===== src/rtl/crc_feed_pkg.sv =====
// Shared types for the CRC32 byte feeder:
// bus size codes, FIFO entry layout and serializer states.
package crc_feed_pkg;

   localparam logic [1:0] WR_B    = 2'b00;
   localparam logic [1:0] WR_H    = 2'b01;
   localparam logic [1:0] WR_W    = 2'b10;
   localparam logic [1:0] WR_NONE = 2'b11;

   // FIFO entry: {nbytes[2:0], data[31:0]}
   localparam int ENT_W = 35;

   typedef enum logic {
      IDLE,
      SHIFT
   } state_t;

   function automatic logic [2:0] nbytes_of(
      input logic [1:0] sz
   );
      logic [2:0] n;
      n = 3'd0;
      unique case (sz)
         WR_B:    n = 3'd1;
         WR_H:    n = 3'd2;
         WR_W:    n = 3'd4;
         default: n = 3'd0;
      endcase
      return n;
   endfunction

   // Byte presented next: low byte, or the top valid byte
   function automatic logic [7:0] sel_byte(
      input logic [31:0] d,
      input logic [2:0]  n,
      input logic        msb
   );
      logic [7:0] b;
      b = d[7:0];
      if (msb) begin
         unique case (n)
            3'd2:    b = d[15:8];
            3'd4:    b = d[31:24];
            default: b = d[7:0];
         endcase
      end
      return b;
   endfunction

endpackage


===== src/rtl/crc_feed_fifo.sv =====
// Word FIFO between CPU writes and the byte serializer.
// Combinational head read, flush clears pointers and level.
module crc_feed_fifo
   import crc_feed_pkg::*;
#(
   parameter int DEPTH = 4,
   parameter int LVL_W = 3
) (
   input  logic             clk,
   input  logic             rst_n,
   input  logic             flush,
   input  logic             push,
   input  logic             pop,
   input  logic [ENT_W-1:0] din,
   output logic [ENT_W-1:0] dout,
   output logic             full,
   output logic             empty,
   output logic [LVL_W-1:0] level
);

   localparam int PTR_W = $clog2(DEPTH);

   logic [ENT_W-1:0] mem [DEPTH];
   logic [PTR_W-1:0] wr_ptr;
   logic [PTR_W-1:0] rd_ptr;
   logic             do_push;
   logic             do_pop;

   assign full    = (level == LVL_W'(DEPTH));
   assign empty   = (level == '0);
   assign do_push = push & ~full & ~flush;
   assign do_pop  = pop & ~empty & ~flush;
   assign dout    = mem[rd_ptr];

   always_ff @(posedge clk) begin
      if (do_push) begin
         mem[wr_ptr] <= din;
      end
   end

   always_ff @(posedge clk) begin
      if (!rst_n || flush) begin
         wr_ptr <= '0;
         rd_ptr <= '0;
         level  <= '0;
      end else begin
         if (do_push) begin
            wr_ptr <= wr_ptr + PTR_W'(1);
         end
         if (do_pop) begin
            rd_ptr <= rd_ptr + PTR_W'(1);
         end
         unique case ({do_push, do_pop})
            2'b10:   level <= level + LVL_W'(1);
            2'b01:   level <= level - LVL_W'(1);
            default: level <= level;
         endcase
      end
   end

endmodule


===== src/rtl/crc_byte_feeder.sv =====
// CRC32 upstream stage: buffers 8/16/32-bit writes and
// serializes them into a valid/ready byte stream.
module crc_byte_feeder
   import crc_feed_pkg::*;
#(
   parameter int DEPTH = 4,
   parameter int LVL_W = 3
) (
   input  logic             clk,
   input  logic             rst_n,
   input  logic [1:0]       wr_size,
   input  logic [31:0]      wr_data,
   input  logic             msb_first,
   input  logic             flush,
   input  logic             clr_ovf,
   input  logic             byte_ready,
   output logic             byte_valid,
   output logic [7:0]       byte_data,
   output logic             byte_last,
   output logic             wr_ready,
   output logic [LVL_W-1:0] level,
   output logic             busy,
   output logic             overflow
);

   logic             push_req;
   logic             full;
   logic             empty;
   logic             take;
   logic             load;
   logic             xfer;
   logic [ENT_W-1:0] head;
   logic [31:0]      hd_data;
   logic [2:0]       hd_nb;

   state_t      state;
   logic [31:0] sh;
   logic [31:0] sh_nx;
   logic [2:0]  cnt;
   logic [2:0]  nb;
   logic        msb;

   assign push_req = (wr_size != WR_NONE);
   assign xfer     = byte_valid & byte_ready;
   assign take     = (state == IDLE) |
                     (xfer & (cnt == 3'd1));
   assign load     = take & ~empty & ~flush;
   assign hd_data  = head[31:0];
   assign hd_nb    = head[34:32];
   assign sh_nx    = msb ? (sh << 8) : (sh >> 8);
   assign wr_ready = ~full;
   assign busy     = byte_valid | (level != '0);

   crc_feed_fifo #(
      .DEPTH (DEPTH),
      .LVL_W (LVL_W)
   ) u_fifo (
      .clk   (clk),
      .rst_n (rst_n),
      .flush (flush),
      .push  (push_req),
      .pop   (load),
      .din   ({nbytes_of(wr_size), wr_data}),
      .dout  (head),
      .full  (full),
      .empty (empty),
      .level (level)
   );

   always_ff @(posedge clk) begin
      if (!rst_n || flush) begin
         state      <= IDLE;
         sh         <= '0;
         cnt        <= '0;
         nb         <= '0;
         msb        <= 1'b0;
         byte_valid <= 1'b0;
         byte_data  <= '0;
         byte_last  <= 1'b0;
      end else if (load) begin
         // back-to-back reload keeps the stream bubble-free
         state      <= SHIFT;
         sh         <= hd_data;
         cnt        <= hd_nb;
         nb         <= hd_nb;
         msb        <= msb_first;
         byte_valid <= 1'b1;
         byte_data  <= sel_byte(hd_data, hd_nb, msb_first);
         byte_last  <= (hd_nb == 3'd1);
      end else if (state == SHIFT && xfer) begin
         if (cnt == 3'd1) begin
            state      <= IDLE;
            cnt        <= '0;
            byte_valid <= 1'b0;
            byte_last  <= 1'b0;
         end else begin
            sh         <= sh_nx;
            cnt        <= cnt - 3'd1;
            byte_data  <= sel_byte(sh_nx, nb, msb);
            byte_last  <= (cnt == 3'd2);
         end
      end
   end

   always_ff @(posedge clk) begin
      if (!rst_n) begin
         overflow <= 1'b0;
      end else if (push_req & full & ~flush) begin
         overflow <= 1'b1;
      end else if (clr_ovf) begin
         overflow <= 1'b0;
      end
   end

endmodule

===== config.mk =====
export PLATFORM = sky130hd
export DESIGN_NAME = crc_byte_feeder
export DESIGN_NICKNAME = d
export VERILOG_FILES = /design/src/rtl/crc_feed_pkg.sv /design/src/rtl/crc_feed_fifo.sv /design/src/rtl/crc_byte_feeder.sv
export SDC_FILE = /design/constraint.sdc
export NUM_CORES = 1
export LEC_CHECK = 0
export BUFFER_PORTS_ARGS = -buffer_cell sky130_fd_sc_hd__buf_4
export CORE_MARGIN = 2
export CORE_UTILIZATION = 54
export CTS_CLUSTER_SIZE = 10
export DETAILED_ROUTE_END_ITERATION = 7
export PLACE_DENSITY_LB_ADDON = 0.1
export SLEW_MARGIN = 30
export SYNTH_ARGS = -nofsm -noshare
export SYNTH_HDL_FRONTEND = slang
export SYNTH_HIERARCHICAL = 1
export SYNTH_SLANG_ARGS = --single-unit

===== constraint.sdc =====
create_clock -name clk -period 3.01 [get_ports clk]
set_clock_uncertainty 0.15 [all_clocks]
set_input_delay 0 -clock clk [delete_from_list [all_inputs] [get_ports clk]]
set_output_delay 0 -clock clk [all_outputs]
set_load 0.01 [all_outputs]

==> reports/metrics.cfg <==
[sta]
worstMarginPinSlew_ns = 0.687
setup_viol = 0
relSlewSlack_pct = 54.1
fin_crit_sh_pct = 92.2
rsz0062_at_grt = no
hold_viol = 0
final.setup.tns_ns = 0
report.final.slew_viol_count = 0
whs_ns = 0.160
fmax_mhz = 360
fin_crit_ns = 2.78

[yosys]
post_synth.cell_area_avg_sq_um = 13.9
synth_area_leaders = edfxtp_1 49%, dfxtp_1 14%, mux4_2 9.1%, nand2_1 3.4%, mux2_2 2.2%
synth_area_sq_mm = 0.00864
synth_common_cells = 140 x edfxtp_1, 79 x nand2_1, 59 x dfxtp_1
synth_most_common_cell = edfxtp_1
synth_top_area_share_pct = 48.6
synth_edf_count = 140
synth_fp_nets = 673
synth-main-ff-cell = edfxtp_1
synth_top_area_cell = edfxtp_1
synth_cell_types = 60
synth_warnings = 6
ys_ff_latch = 199
async_flop_share_pct = 0
synth_cells = 624
seq_area_frac_synth_pct = 62.3

[worst_hold_path]
holdPathStages = 2
worstHoldEndpoint = u_fifo/mem[2][11]$_DFFE_PP_
hp-start = wr_data[11]
hp-class = input pin to flop

[critical_path]
timing.rr.end = u_fifo/level[2]$_SDFFE_PP0P_
crit_chain = inv_1, ha_1, nand3b_1, a211o_1, inv_2, o31ai_1, nor2_1, ha_1, inv_1, fa_1, xor2_1, or3_1, a21oi_1
critPathMaxFanout = 4
critPathKind = flop to flop
end_kind = flop
r2r_slack_ns = 0.23
cpPeakStageDelay_ns = 0.37
required_ns = 3.22
cp.arrival_ns = 2.98
rr_worst_depth = 13
start_kind = flop
cp_slowest_cell = fa_1
rr_startpoint = cnt[1]$_SDFFE_PP0P_

[clock_network]
clkSinkCount = 199
hold_buffers = 41
cts.path.max_buffers = 2
clk_latency_ns = 0.43
cts_inserted_buffers = 17
cts_tree = done
post_cts_buffers = 0
h-tree-depth = 4
cts_root_buffer = clkbuf_16
ctsResizeCount = 0
cts.clk_slew.worst_paths_ns = 0.07

[global_routing]
overflow = 0
grt_max_degree = 49
grt_pass1_wl_microns = 29500
grtUsageTotal_pct = 23.4
grt_pass1_vias = 5643
antenna_found_initial = 0

[pwr]
power.density_mw_per_mm2 = 541
p_int_uw = 4300
ir_worst_vdd_mv = 0.424
leakage_uw = 0.00339
combinationalPowerShare_pct = 6.4
power_uw = 5500
clockPowerShare_pct = 38.9
swShare_pct = 21.8
seqPwrFrac_pct = 54.7
switching_power_uw = 1200

[place]
place_area_sq_mm = 0.00921
place_congestion = 0.843
port_buffers = 55
dp_cells = 868
hpwl_microns = 11700

[finish]
num_antenna_cells = 0
areaGrowthSynthToFinish_pct = 17.7
fin_area_sq_mm = 0.0102
fin_cells = 941
layout-drive-gt1-share_pct = 24.3
nets = 761
final.fill_count = 1192

[floorplan]
initial_core_util_pct = 54.8
core-area_sq_mm = 0.0158
fp.dieW_microns = 131
fp.dieH_microns = 131
row_count = 46
dieArea_sq_mm = 0.0170
ios = 56

[detailed_routing]
routed_wirelength_microns = 18500
drt_iter0_drc = 436
via_per_inst = 5.85
wl_per_cell_microns = 19.7
antenna_left = 0
drc = 0
vias = 5506
first_pass_iters = 5

[run_status]
outcome = completed

[job]
max_cap_violations = 0

[area by class of cell]
type                       instances  area [sq um]  share of cell area, %
inverter                          14          53.8                  0.529
tap                              216           270                   2.66
timing repair buffer             114           958                   9.42
clock buffer                      19           433                   4.25
multi-input combinational        366          2950                   29.0
clock inverter                    13           119                   1.17
sequential                       199          5390                   52.9
[layer usage]
| metal | routed length, microns | GRT usage (%) |
|---|---|---|
| met1 | 8120 | 31.1 |
| met4 | 312 | 8.14 |
| met5 | 0 | 0 |
| met3 | 671 | 4.07 |
| met2 | 9420 | 39.5 |
[worst max-delay path, delay by kind of cell, from the launching register on]
family,cells,cell delay [ns]
AND/OR/NAND/NOR,3,0.54
XOR/XNOR,1,0.16
adder cells (fa/ha/maj),3,0.77
AO/OA/AOI/OAI,3,0.55
flip-flops,1,0.33
buffers and inverters,3,0.21
[power by group through the flow]
stage                     clock, uW  sequential (uW)  combinational, uW
after floorplan                   0             3070                182
after global placement            0             3070                303
after detailed placement          0             3070                311
after CTS                      2180             3010                353
after global routing           2280             3020                384
final                          2140             3010                351
[cells in the final DEF, fill, tap and decap left out, types with 14 or more instances in the layout]
cell	instances
nand2_1	79
mux2_2	17
buf_4	73
dlygate4sd3_1	41
nand3_1	14
dfxtp_1	58
o21ai_0	34
clkbuf_16	17
a31oi_1	26
nor2_1	18
nor2b_1	15
mux4_2	35
edfxtp_1	140
[metrics by stage]
step                      worst slack [ns]  utilization (%)
after floorplan                      0.166                -
after global placement               0.375             58.4
after detailed placement             0.241             58.4
after CTS                            0.236             64.5
after global routing                0.0250             64.5
final                                0.234             64.5
[flip-flops by register name, summed over array words and instances, names as in the netlist, named ones only]
signal / count
u_fifo/mem: 140
sh: 32
byte_data: 8
cnt: 3
nb: 3
u_fifo/level: 3
u_fifo/rd_ptr: 2
u_fifo/wr_ptr: 2
byte_last: 1
msb: 1
overflow: 1
state: 1
[how the worst max path moves through the flow]
stage / startpoint / to / cells after the start
after global routing: cnt[1]$_SDFFE_PP0P_ / u_fifo/level[2]$_SDFFE_PP0P_ / 13
final: cnt[1]$_SDFFE_PP0P_ / u_fifo/level[2]$_SDFFE_PP0P_ / 13
after floorplan: cnt[1]$_SDFFE_PP0P_ / u_fifo/level[2]$_SDFFE_PP0P_ / 15
after CTS: cnt[1]$_SDFFE_PP0P_ / u_fifo/level[2]$_SDFFE_PP0P_ / 13
after detailed placement: cnt[1]$_SDFFE_PP0P_ / u_fifo/level[2]$_SDFFE_PP0P_ / 13
after global placement: cnt[1]$_SDFFE_PP0P_ / u_fifo/level[2]$_SDFFE_PP0P_ / 13
[cells by family after synthesis]
family	share of synthesized area [%]
xor+xnor	0.507
flops	62.3
buf+inv	3.53
compound gates	9.83
mux	11.3
simple gates	11.1
fa+ha+maj	1.39
Power figures use the tool's default switching activity.
